$ cat src/rtl/sm83_pkg.sv
// Shared definitions for the SM83 interrupt controller slice.
//   word_t          : 8-bit CPU data word
//   IF_ADR / IE_ADR : default register addresses
//   IRQ_*           : interrupt bit indices in IF/IE
//   IF_UNUSED_MASK  : IF read-back bits above the implemented sources (read as ones)
package sm83_pkg;

  typedef logic [7:0] word_t;

  localparam logic [15:0] IF_ADR = 16'hFF0F;
  localparam logic [15:0] IE_ADR = 16'hFFFF;

  localparam int unsigned IRQ_VBLANK = 0;
  localparam int unsigned IRQ_STAT   = 1;
  localparam int unsigned IRQ_TIMER  = 2;
  localparam int unsigned IRQ_SERIAL = 3;
  localparam int unsigned IRQ_JOYPAD = 4;

  localparam int unsigned NUM_SRC_DEFAULT = 5;

  // Ones in every bit position at or above num_src.
  function automatic word_t if_unused_mask(int unsigned num_src);
    word_t m;
    m = '0;
    for (int i = 0; i < 8; i++) begin
      if (i >= int'(num_src)) m[i] = 1'b1;
    end
    return m;
  endfunction

  localparam word_t IF_UNUSED_MASK = if_unused_mask(NUM_SRC_DEFAULT);

endpackage

$ cat src/rtl/sm83_irq_ctrl_if.sv
// CPU-bus and interrupt-side signals of the interrupt controller.
//   master : CPU core / peripherals side (drives adr, din, strobes, req, iack)
//   slave  : controller side (drives dout, dout_oe, irq, wake)
interface sm83_irq_ctrl_if #(
  parameter int unsigned NUM_SRC   = 5,
  parameter int unsigned WORD_SIZE = 8
) ();
  logic [15:0]          adr;
  logic [WORD_SIZE-1:0] din;
  logic                 p_rd;
  logic                 p_wr;
  logic [WORD_SIZE-1:0] dout;
  logic                 dout_oe;
  logic [NUM_SRC-1:0]   req;
  logic [7:0]           irq;
  logic [7:0]           iack;
  logic                 wake;

  modport master (
    output adr, din, p_rd, p_wr, req, iack,
    input  dout, dout_oe, irq, wake
  );

  modport slave (
    input  adr, din, p_rd, p_wr, req, iack,
    output dout, dout_oe, irq, wake
  );
endinterface

$ cat src/rtl/sm83_edge_det.sv
// Rising-edge detector, Width bits wide.
//   clk, reset : clock, synchronous active-high reset
//   d_i        : input vector
//   rise_o     : d_i & ~d_i(previous clk); history loads ResetVal on reset
module sm83_edge_det #(
  parameter int unsigned        Width    = 1,
  parameter logic [Width-1:0]   ResetVal = '0
) (
  input  logic             clk,
  input  logic             reset,
  input  logic [Width-1:0] d_i,
  output logic [Width-1:0] rise_o
);
  logic [Width-1:0] d_q;

  always_ff @(posedge clk) begin
    if (reset) d_q <= ResetVal;
    else       d_q <= d_i;
  end

  assign rise_o = d_i & ~d_q;
endmodule

$ cat src/rtl/sm83_irq_ctrl.sv
// SM83 interrupt controller: IF/IE registers, request latching, ack clearing,
// and a registered memory-mapped read port.
//   clk, reset : clock, synchronous active-high reset
//   bus        : slave modport (CPU bus adr/din/p_rd/p_wr/dout/dout_oe,
//                peripheral req, core irq/iack, wake)
module sm83_irq_ctrl import sm83_pkg::*; #(
  parameter int unsigned NUM_SRC   = 5,
  parameter int unsigned WORD_SIZE = 8,
  parameter logic [15:0] IF_ADR    = sm83_pkg::IF_ADR,
  parameter logic [15:0] IE_ADR    = sm83_pkg::IE_ADR
) (
  input logic             clk,
  input logic             reset,
  sm83_irq_ctrl_if.slave  bus
);
  localparam word_t UnusedMask = if_unused_mask(NUM_SRC);

  logic [NUM_SRC-1:0]   if_q, if_d;
  logic [WORD_SIZE-1:0] ie_q, ie_d;
  logic [WORD_SIZE-1:0] dout_q, dout_d;
  logic                 oe_q, oe_d;

  logic [NUM_SRC-1:0] req_set, ack_clr;
  logic               wr_rise, wr_if, wr_ie;

  // req history resets to ones so a line held high through reset does not fire.
  sm83_edge_det #(
    .Width   (NUM_SRC),
    .ResetVal({NUM_SRC{1'b1}})
  ) u_req_edge (
    .clk   (clk),
    .reset (reset),
    .d_i   (bus.req),
    .rise_o(req_set)
  );

  sm83_edge_det #(
    .Width   (NUM_SRC),
    .ResetVal('0)
  ) u_ack_edge (
    .clk   (clk),
    .reset (reset),
    .d_i   (bus.iack[NUM_SRC-1:0]),
    .rise_o(ack_clr)
  );

  // Write strobe history resets high: a strobe held through reset never commits.
  sm83_edge_det #(
    .Width   (1),
    .ResetVal(1'b1)
  ) u_wr_edge (
    .clk   (clk),
    .reset (reset),
    .d_i   (bus.p_wr),
    .rise_o(wr_rise)
  );

  assign wr_if = wr_rise && (bus.adr == IF_ADR);
  assign wr_ie = wr_rise && (bus.adr == IE_ADR);

  // Priority low to high: CPU write, ack clear, new request edge.
  always_comb begin
    if_d = wr_if ? bus.din[NUM_SRC-1:0] : if_q;
    if_d = (if_d & ~ack_clr) | req_set;
    ie_d = wr_ie ? bus.din : ie_q;
  end

  // Read data is built from the pre-edge register values.
  always_comb begin
    dout_d = '0;
    oe_d   = 1'b0;
    if (bus.p_rd) begin
      if (bus.adr == IF_ADR) begin
        oe_d   = 1'b1;
        dout_d = UnusedMask | word_t'(if_q);
      end else if (bus.adr == IE_ADR) begin
        oe_d   = 1'b1;
        dout_d = ie_q;
      end
    end
  end

  always_ff @(posedge clk) begin
    if (reset) begin
      if_q   <= '0;
      ie_q   <= '0;
      dout_q <= '0;
      oe_q   <= 1'b0;
    end else begin
      if_q   <= if_d;
      ie_q   <= ie_d;
      dout_q <= dout_d;
      oe_q   <= oe_d;
    end
  end

  assign bus.dout    = dout_q;
  assign bus.dout_oe = oe_q;
  assign bus.irq     = word_t'(if_q & ie_q[NUM_SRC-1:0]);
  assign bus.wake    = |bus.irq;
endmodule

$ cat src/flat_wrapper.sv
// flat-port wrapper written by rule: the top's interface ports become plain ports
module sm83_irq_ctrl_flat import sm83_pkg::*;
#(
  parameter int unsigned NUM_SRC   = 5,
  parameter int unsigned WORD_SIZE = 8,
  parameter logic [15:0] IF_ADR    = sm83_pkg::IF_ADR,
  parameter logic [15:0] IE_ADR    = sm83_pkg::IE_ADR
)
  (clk, reset, bus_adr, bus_din, bus_p_rd, bus_p_wr, bus_req, bus_iack, bus_dout, bus_dout_oe, bus_irq, bus_wake);
  sm83_irq_ctrl_if #(.NUM_SRC(NUM_SRC), .WORD_SIZE(WORD_SIZE)) bus_i ();
  input logic clk;
  input logic reset;
  input wire logic [$bits(bus_i.adr)-1:0] bus_adr;
  input wire logic [$bits(bus_i.din)-1:0] bus_din;
  input wire logic [$bits(bus_i.p_rd)-1:0] bus_p_rd;
  input wire logic [$bits(bus_i.p_wr)-1:0] bus_p_wr;
  input wire logic [$bits(bus_i.req)-1:0] bus_req;
  input wire logic [$bits(bus_i.iack)-1:0] bus_iack;
  output wire logic [$bits(bus_i.dout)-1:0] bus_dout;
  output wire logic [$bits(bus_i.dout_oe)-1:0] bus_dout_oe;
  output wire logic [$bits(bus_i.irq)-1:0] bus_irq;
  output wire logic [$bits(bus_i.wake)-1:0] bus_wake;
  assign bus_i.adr = bus_adr;
  assign bus_i.din = bus_din;
  assign bus_i.p_rd = bus_p_rd;
  assign bus_i.p_wr = bus_p_wr;
  assign bus_i.req = bus_req;
  assign bus_i.iack = bus_iack;
  assign bus_dout = bus_i.dout;
  assign bus_dout_oe = bus_i.dout_oe;
  assign bus_irq = bus_i.irq;
  assign bus_wake = bus_i.wake;
  sm83_irq_ctrl #(.NUM_SRC(NUM_SRC), .WORD_SIZE(WORD_SIZE), .IF_ADR(IF_ADR), .IE_ADR(IE_ADR)) u_core (.clk(clk), .reset(reset), .bus(bus_i));
endmodule
$ cat config.mk
export PLATFORM = sky130hd
export DESIGN_NAME = sm83_irq_ctrl_flat
export DESIGN_NICKNAME = d
export VERILOG_FILES = /design/src/rtl/sm83_pkg.sv /design/src/rtl/sm83_irq_ctrl_if.sv /design/src/rtl/sm83_edge_det.sv /design/src/rtl/sm83_irq_ctrl.sv /design/src/flat_wrapper.sv
export SDC_FILE = /design/constraint.sdc
export NUM_CORES = 1
export LEC_CHECK = 0
export ABC_CLOCK_PERIOD_IN_PS = 2100
export BUFFER_PORTS_ARGS = -buffer_cell sky130_fd_sc_hd__buf_2
export CAP_MARGIN = 20
export CORE_MARGIN = 3
export CORE_UTILIZATION = 47
export CTS_BUF_LIST = sky130_fd_sc_hd__clkbuf_4 sky130_fd_sc_hd__clkbuf_8 sky130_fd_sc_hd__clkbuf_16
export DETAILED_ROUTE_END_ITERATION = 16
export HOLD_SLACK_MARGIN = 0.12
export PLACE_DENSITY = 0.87
export SYNTH_ARGS = -nofsm -noshare
export SYNTH_HDL_FRONTEND = slang
export SYNTH_HIERARCHICAL = 1
export SYNTH_SLANG_ARGS = --single-unit
$ cat constraint.sdc
create_clock -name clk -period 2.1 [get_ports clk]
set_input_delay 0.21 -clock clk [delete_from_list [all_inputs] [get_ports clk]]
set_output_delay 0.21 -clock clk [all_outputs]
set_load 0.01 [all_outputs]
---- Word level (Yosys, flattened, before mapping) ----
Cells that the tools add are included.
storage, ports and cells
  output and inout port bits .............. 18
  input bits .............................. 41
  register bits ........................... 33
  logic and storage cells ................. 29
cells by class
  bitwise operators ....................... 11
  muxes and demuxes ....................... 5
  reduce and logical (&&, ||, !) cells .... 4
  equality and inequality tests ........... 2
operators by type and width
  kind                  count
  $eq 16x16->1 const B  2
  $and 5x5->5           4
  $mux 8                2
  $not 5->5             3
  $reduce_or 8->1       1
  $mux 5                1
  $or 5x5->5            1
  $logic_and 1x1->1     2
  $mux 1                2
  $not 1->1             2
  $reduce_or 2->1       1
  $and 1x1->1           1

---- Longest topological paths before layout ----
  word-level depth ........................ 6
  mapped depth ............................ 6
  gate-level depth less buffers ........... 5

---- By module ----
The synthesis kept the hierarchy.
by module, submodules not included
  module                                 instances  cells each  area an instance (um2)  seq. area each (um2)
  sm83_irq_ctrl                          1          117         1,057.3                 440.4
  sm83_edge_det (u_core.u_ack_edge ...)  2          15          162.7                   100.1
  sm83_edge_det (u_core.u_wr_edge)       1          3           32.5                    20.0

---- Worst setup path after synthesis ----
No wires, ideal clock.
  path kind ............................... register to register
  from .................................... register u_core.u_wr_edge.d_q
  to ...................................... register u_core.ie_q[0]
  buffers on the path ..................... 1
  clock period less this slack ............ 1.485 ns
  arrival time ............................ 1.353 ns
  slack ................................... 0.615 ns
  required time ........................... 1.968 ns
  stages on the path, launching flop included .. 7
  cells stage by stage .................... dfxtp_1 -> nor2b_1 -> inv_1 -> or4_1 -> clkbuf_1 -> o21ai_1 -> a21oi_1
between the ends
  word-level cells in the longest chain between the ends .. 3
ends and longest elaborated chain
  item                      RTL line             source
  start: declaration        sm83_edge_det.sv:14  logic [Width-1:0] d_q;
  start signal: assignment  sm83_edge_det.sv:17  if (reset) d_q <= ResetVal;
  start signal: assignment  sm83_edge_det.sv:18  else d_q <= d_i;
  $not 1->1                 sm83_edge_det.sv:21  assign rise_o = d_i & ~d_q;
  $and 1x1->1               sm83_edge_det.sv:21
  named net u_core.wr_rise  sm83_irq_ctrl.sv:24  logic wr_rise, wr_if, wr_ie;
  $logic_and 1x1->1         sm83_irq_ctrl.sv:59  assign wr_ie = wr_rise && (bus.adr == IE_ADR);
  end signal: assignment    sm83_irq_ctrl.sv:91  ie_q <= ie_d;
  end: declaration          sm83_irq_ctrl.sv:19  logic [WORD_SIZE-1:0] ie_q, ie_d;
The timed path passes the listed nets, and every way through them passes these cells.
A chain may end at the register's enable or synchronous reset.

---- Worst setup path in the final report ----
  from .................................... register u_core.if_q[3]
  to ...................................... output bus_wake
between the ends
  word-level cells in the longest chain between the ends .. 2
ends and longest elaborated chain
  item                      RTL line              source
  start: declaration        sm83_irq_ctrl.sv:18   logic [NUM_SRC-1:0] if_q, if_d;
  start signal: assignment  sm83_irq_ctrl.sv:90   if_q <= if_d;
  $and 5x5->5               sm83_irq_ctrl.sv:99   assign bus.irq = word_t'(if_q & ie_q[NUM_SRC-1:0]);
  $reduce_or 8->1           sm83_irq_ctrl.sv:100  assign bus.wake = |bus.irq;
  end: declaration          flat_wrapper.sv:22    output wire logic [$bits(bus_i.wake)-1:0] bus_wake;
Every way passes these cells.

==> impl_metrics.tcl <==
set metrics [dict create \
    status "completed" \
    netlist_instances 150 \
    cts_sinks 33 \
    area_growth_pct 31.39 \
    cp.required_ns 1.89 \
    pre_cts_ws_ns 0.3688 \
    rows 19 \
    vias_per_cell 5.327 \
    synth-edff-count 0 \
    period_minus_slack_ns 1.852 \
    seq_area_frac_synth_pct 46.68 \
    fin_hold_ws_ns 0.1411 \
    grt_pass1_wl_mm 5.133 \
    yosys_warnings 6 \
    drtIter0Drc 34 \
    drt_first_pass_iters 4 \
    synthFlopType "dfxtp_1" \
    crit_path_top_delay_cell "or4_1" \
    synth_cell_types 32 \
    cp_top_family "simple AND/OR/NAND/NOR gates" \
    grt_overflow_total 0 \
    drv_cap 0 \
    path_cells "and2_1 > or2_2 > or4_1 > buf_2" \
    fin_skew_ns 0.009488 \
    antenna_found_initial 0 \
    finalSetupViolCount 0 \
    final_nets 259 \
    start_util_pct 50.45 \
    wl_per_cell_um 12.83 \
    cts_buffers 5 \
    gr-usage-met1_pct 21.98 \
    critPathKind "flop to primary output" \
    cts.clk_slew.worst_paths_ns 0.09 \
    end_kind "primary output" \
    grtUsageMet3_pct 5.957 \
    clockRootBuffer "clkbuf_4" \
    die-area_mm2 0.003705 \
    die_h_um 60.87 \
    drive_above_1_share_pct 34.10 \
    relSlewSlack_pct 63.97 \
    cts_max_level 2 \
    port_buffers 52 \
    io_pins 59 \
    rsz0062_at_grt "false" \
    routed_wl_mm 3.183 \
    yosysTopAreaCell "dfxtp_1" \
    postSynthAreaPerCell_um2 9.434 \
    dpl_cell_area_mm2 0.001707 \
    nFillCells 242 \
    vias 1321 \
    core_mm2 0.002805 \
    cts_tree "built" \
    fmax_mhz 540.1 \
    final_antenna_net_count 0 \
    grt_max_degree 36 \
    power_density_mw_per_mm2 572.2 \
    power_leakage_nw 0.7699 \
    cts_setup_buffers 0 \
    fp.dieW_um 60.87 \
    async_flop_share_pct 0 \
    max_stage_delay_ns 0.38 \
    tns_ns 0 \
    power_w 0.001064 \
    critPathBufInv 1 \
    drv_slew 0 \
    synth_top_area_share_pct 46.68 \
    min-delay-path-class "input pin to flop" \
    synth_area_mm2 0.001415 \
    drc_errors 0 \
    gr-usage-met2_pct 31.76 \
    cp-start-kind "flop" \
    fin_crit_sh_pct 88.17 \
    place.detailed.hpwl_mm 2.301 \
    tightestPinTransition_ns 0.5385 \
    grt-busiest-layer "met2" \
    clock_latency_ns 0.33 \
    final-hold-violation-count 0 \
    postLayoutSetupSlackWorst_ns 0.2483 \
    grt_usage_pct 19.15 \
    clockBufferDepth 2 \
    stdcell_area_mm2 0.001859 \
    gp_congestion 0.7639 \
    peakVddDrop_uv 423.9 \
    synthTopCellsByArea "dfxtp_1 47%, nor2b_1 7.1%, o21ai_1 3.9%" \
    cp.arrival_ns 1.64 \
    n_antenna_cell 0 \
    crit_fanout 3 \
    grt_pass1_vias 1209 \
    synth_seq_cells 33 \
]
report_power, final:
group / leakage, nW / total (W) / internal, W / switching [W]
clock: 0.0269 / 0.000304 / 0.000116 / 0.000188
combinational: 0.473 / 0.000113 / 0.0000616 / 0.0000511
sequential: 0.270 / 0.000647 / 0.000641 / 0.00000627
total: 0.770 / 0.00106 / 0.000818 / 0.000246
layout make-up:
cell class                 count  area [um^2]  area share, %
clock buffer                   5        37.54          2.019
clock inverter                 1        5.005         0.2692
inverter                       6        22.52          1.211
multi-input combinational    106        701.9          37.75
sequential                    33        660.6          35.53
tap                           31        38.79          2.086
timing repair buffer          66        392.9          21.13
cell usage in the layout (no fill, tap or decap), drive strengths merged:
cell	n
buf	55
a22oi	5
inv	6
o21a	3
and2	5
conb	3
or4	3
clkbuf	5
a21oi	8
nand2	1
dlygate4sd3	11
nor3	2
o21ai	13
nand4	4
or3b	5
or3	1
nor2	6
nor4	3
dfxtp	33
nor3b	5
nand2b	1
or2	7
o221ai	5
clkinv	1
nor2b	16
nand3	9
a211o	1
routing by layer:
layer | wire (um) | vias to the layer above
li1 | - | 669
met1 | 1337 | 598
met2 | 1574 | 43
met3 | 186 | 11
met4 | 85 | 0
met5 | 0 | -
cell usage after synthesis, types with 2 or more instances:
| cell | count |
|---|---|
| a21oi_1 | 8 |
| a22oi_1 | 5 |
| and2_1 | 5 |
| buf_4 | 3 |
| clkbuf_1 | 4 |
| dfxtp_1 | 33 |
| inv_1 | 6 |
| nand3_1 | 9 |
| nand4_1 | 2 |
| nor2_1 | 6 |
| nor2b_1 | 16 |
| nor3_2 | 2 |
| nor3b_1 | 5 |
| o21a_1 | 3 |
| o21ai_0 | 2 |
| o21ai_1 | 11 |
| o221ai_1 | 5 |
| or2_1 | 6 |
| or3b_2 | 5 |
| or4_1 | 2 |
state kept, by name, summed over array words and instances (netlist names):
signal	flops
u_core/u_req_edge/d_q	5
u_core/ie_q	8
u_core/bus.dout	8
u_core/bus.dout_oe	1
u_core/u_wr_edge/d_q	1
u_core/if_q	5
u_core/u_ack_edge/d_q	5
final timing paths:
kind,start,end,slack [ns],cells past startpoint
worst max register to register,u_core/u_wr_edge/d_q,u_core/ie_q[4],0.49,5
worst min register to register,u_core/ie_q[5],u_core/bus.dout[5],0.49,1
worst min-delay path,bus_din[2],u_core/ie_q[2],0.14,3
worst max-delay path,u_core/if_q[3],bus_wake,0.25,4
metrics by stage:
| step | instances | util, % |
|---|---|---|
| detailed placement | 231 | 60.84 |
| floorplan | 152 | - |
| global placement | 231 | 60.84 |
| CTS | 248 | 66.28 |
| global route | 248 | 66.28 |
| finish | 248 | 66.28 |
worst reg2reg max path: stages, from the launching register on:
cell     delay (ns)
dfxtp_1        0.31
nor2b_1        0.17
inv_1          0.07
or4_1          0.68
o21ai_1        0.19
a21oi_1        0.08
kinds of logic after synthesis:
logic type,count (synthesis),share of synthesized area [%]
AOI/OAI and AO/OA,35,15.38
buffers and inverters,13,4.243
DFF,33,46.68
and+or+nand+nor,68,33.42
other,1,0.2650
what timing repair did:
item                                   in CTS  in global routing
setup endpoints to repair                   0                  0
resized for setup                           0                  0
hold buffers                               11                  0
endpoints found under the hold margin      11                  0
Power figures use the tool's default switching activity.
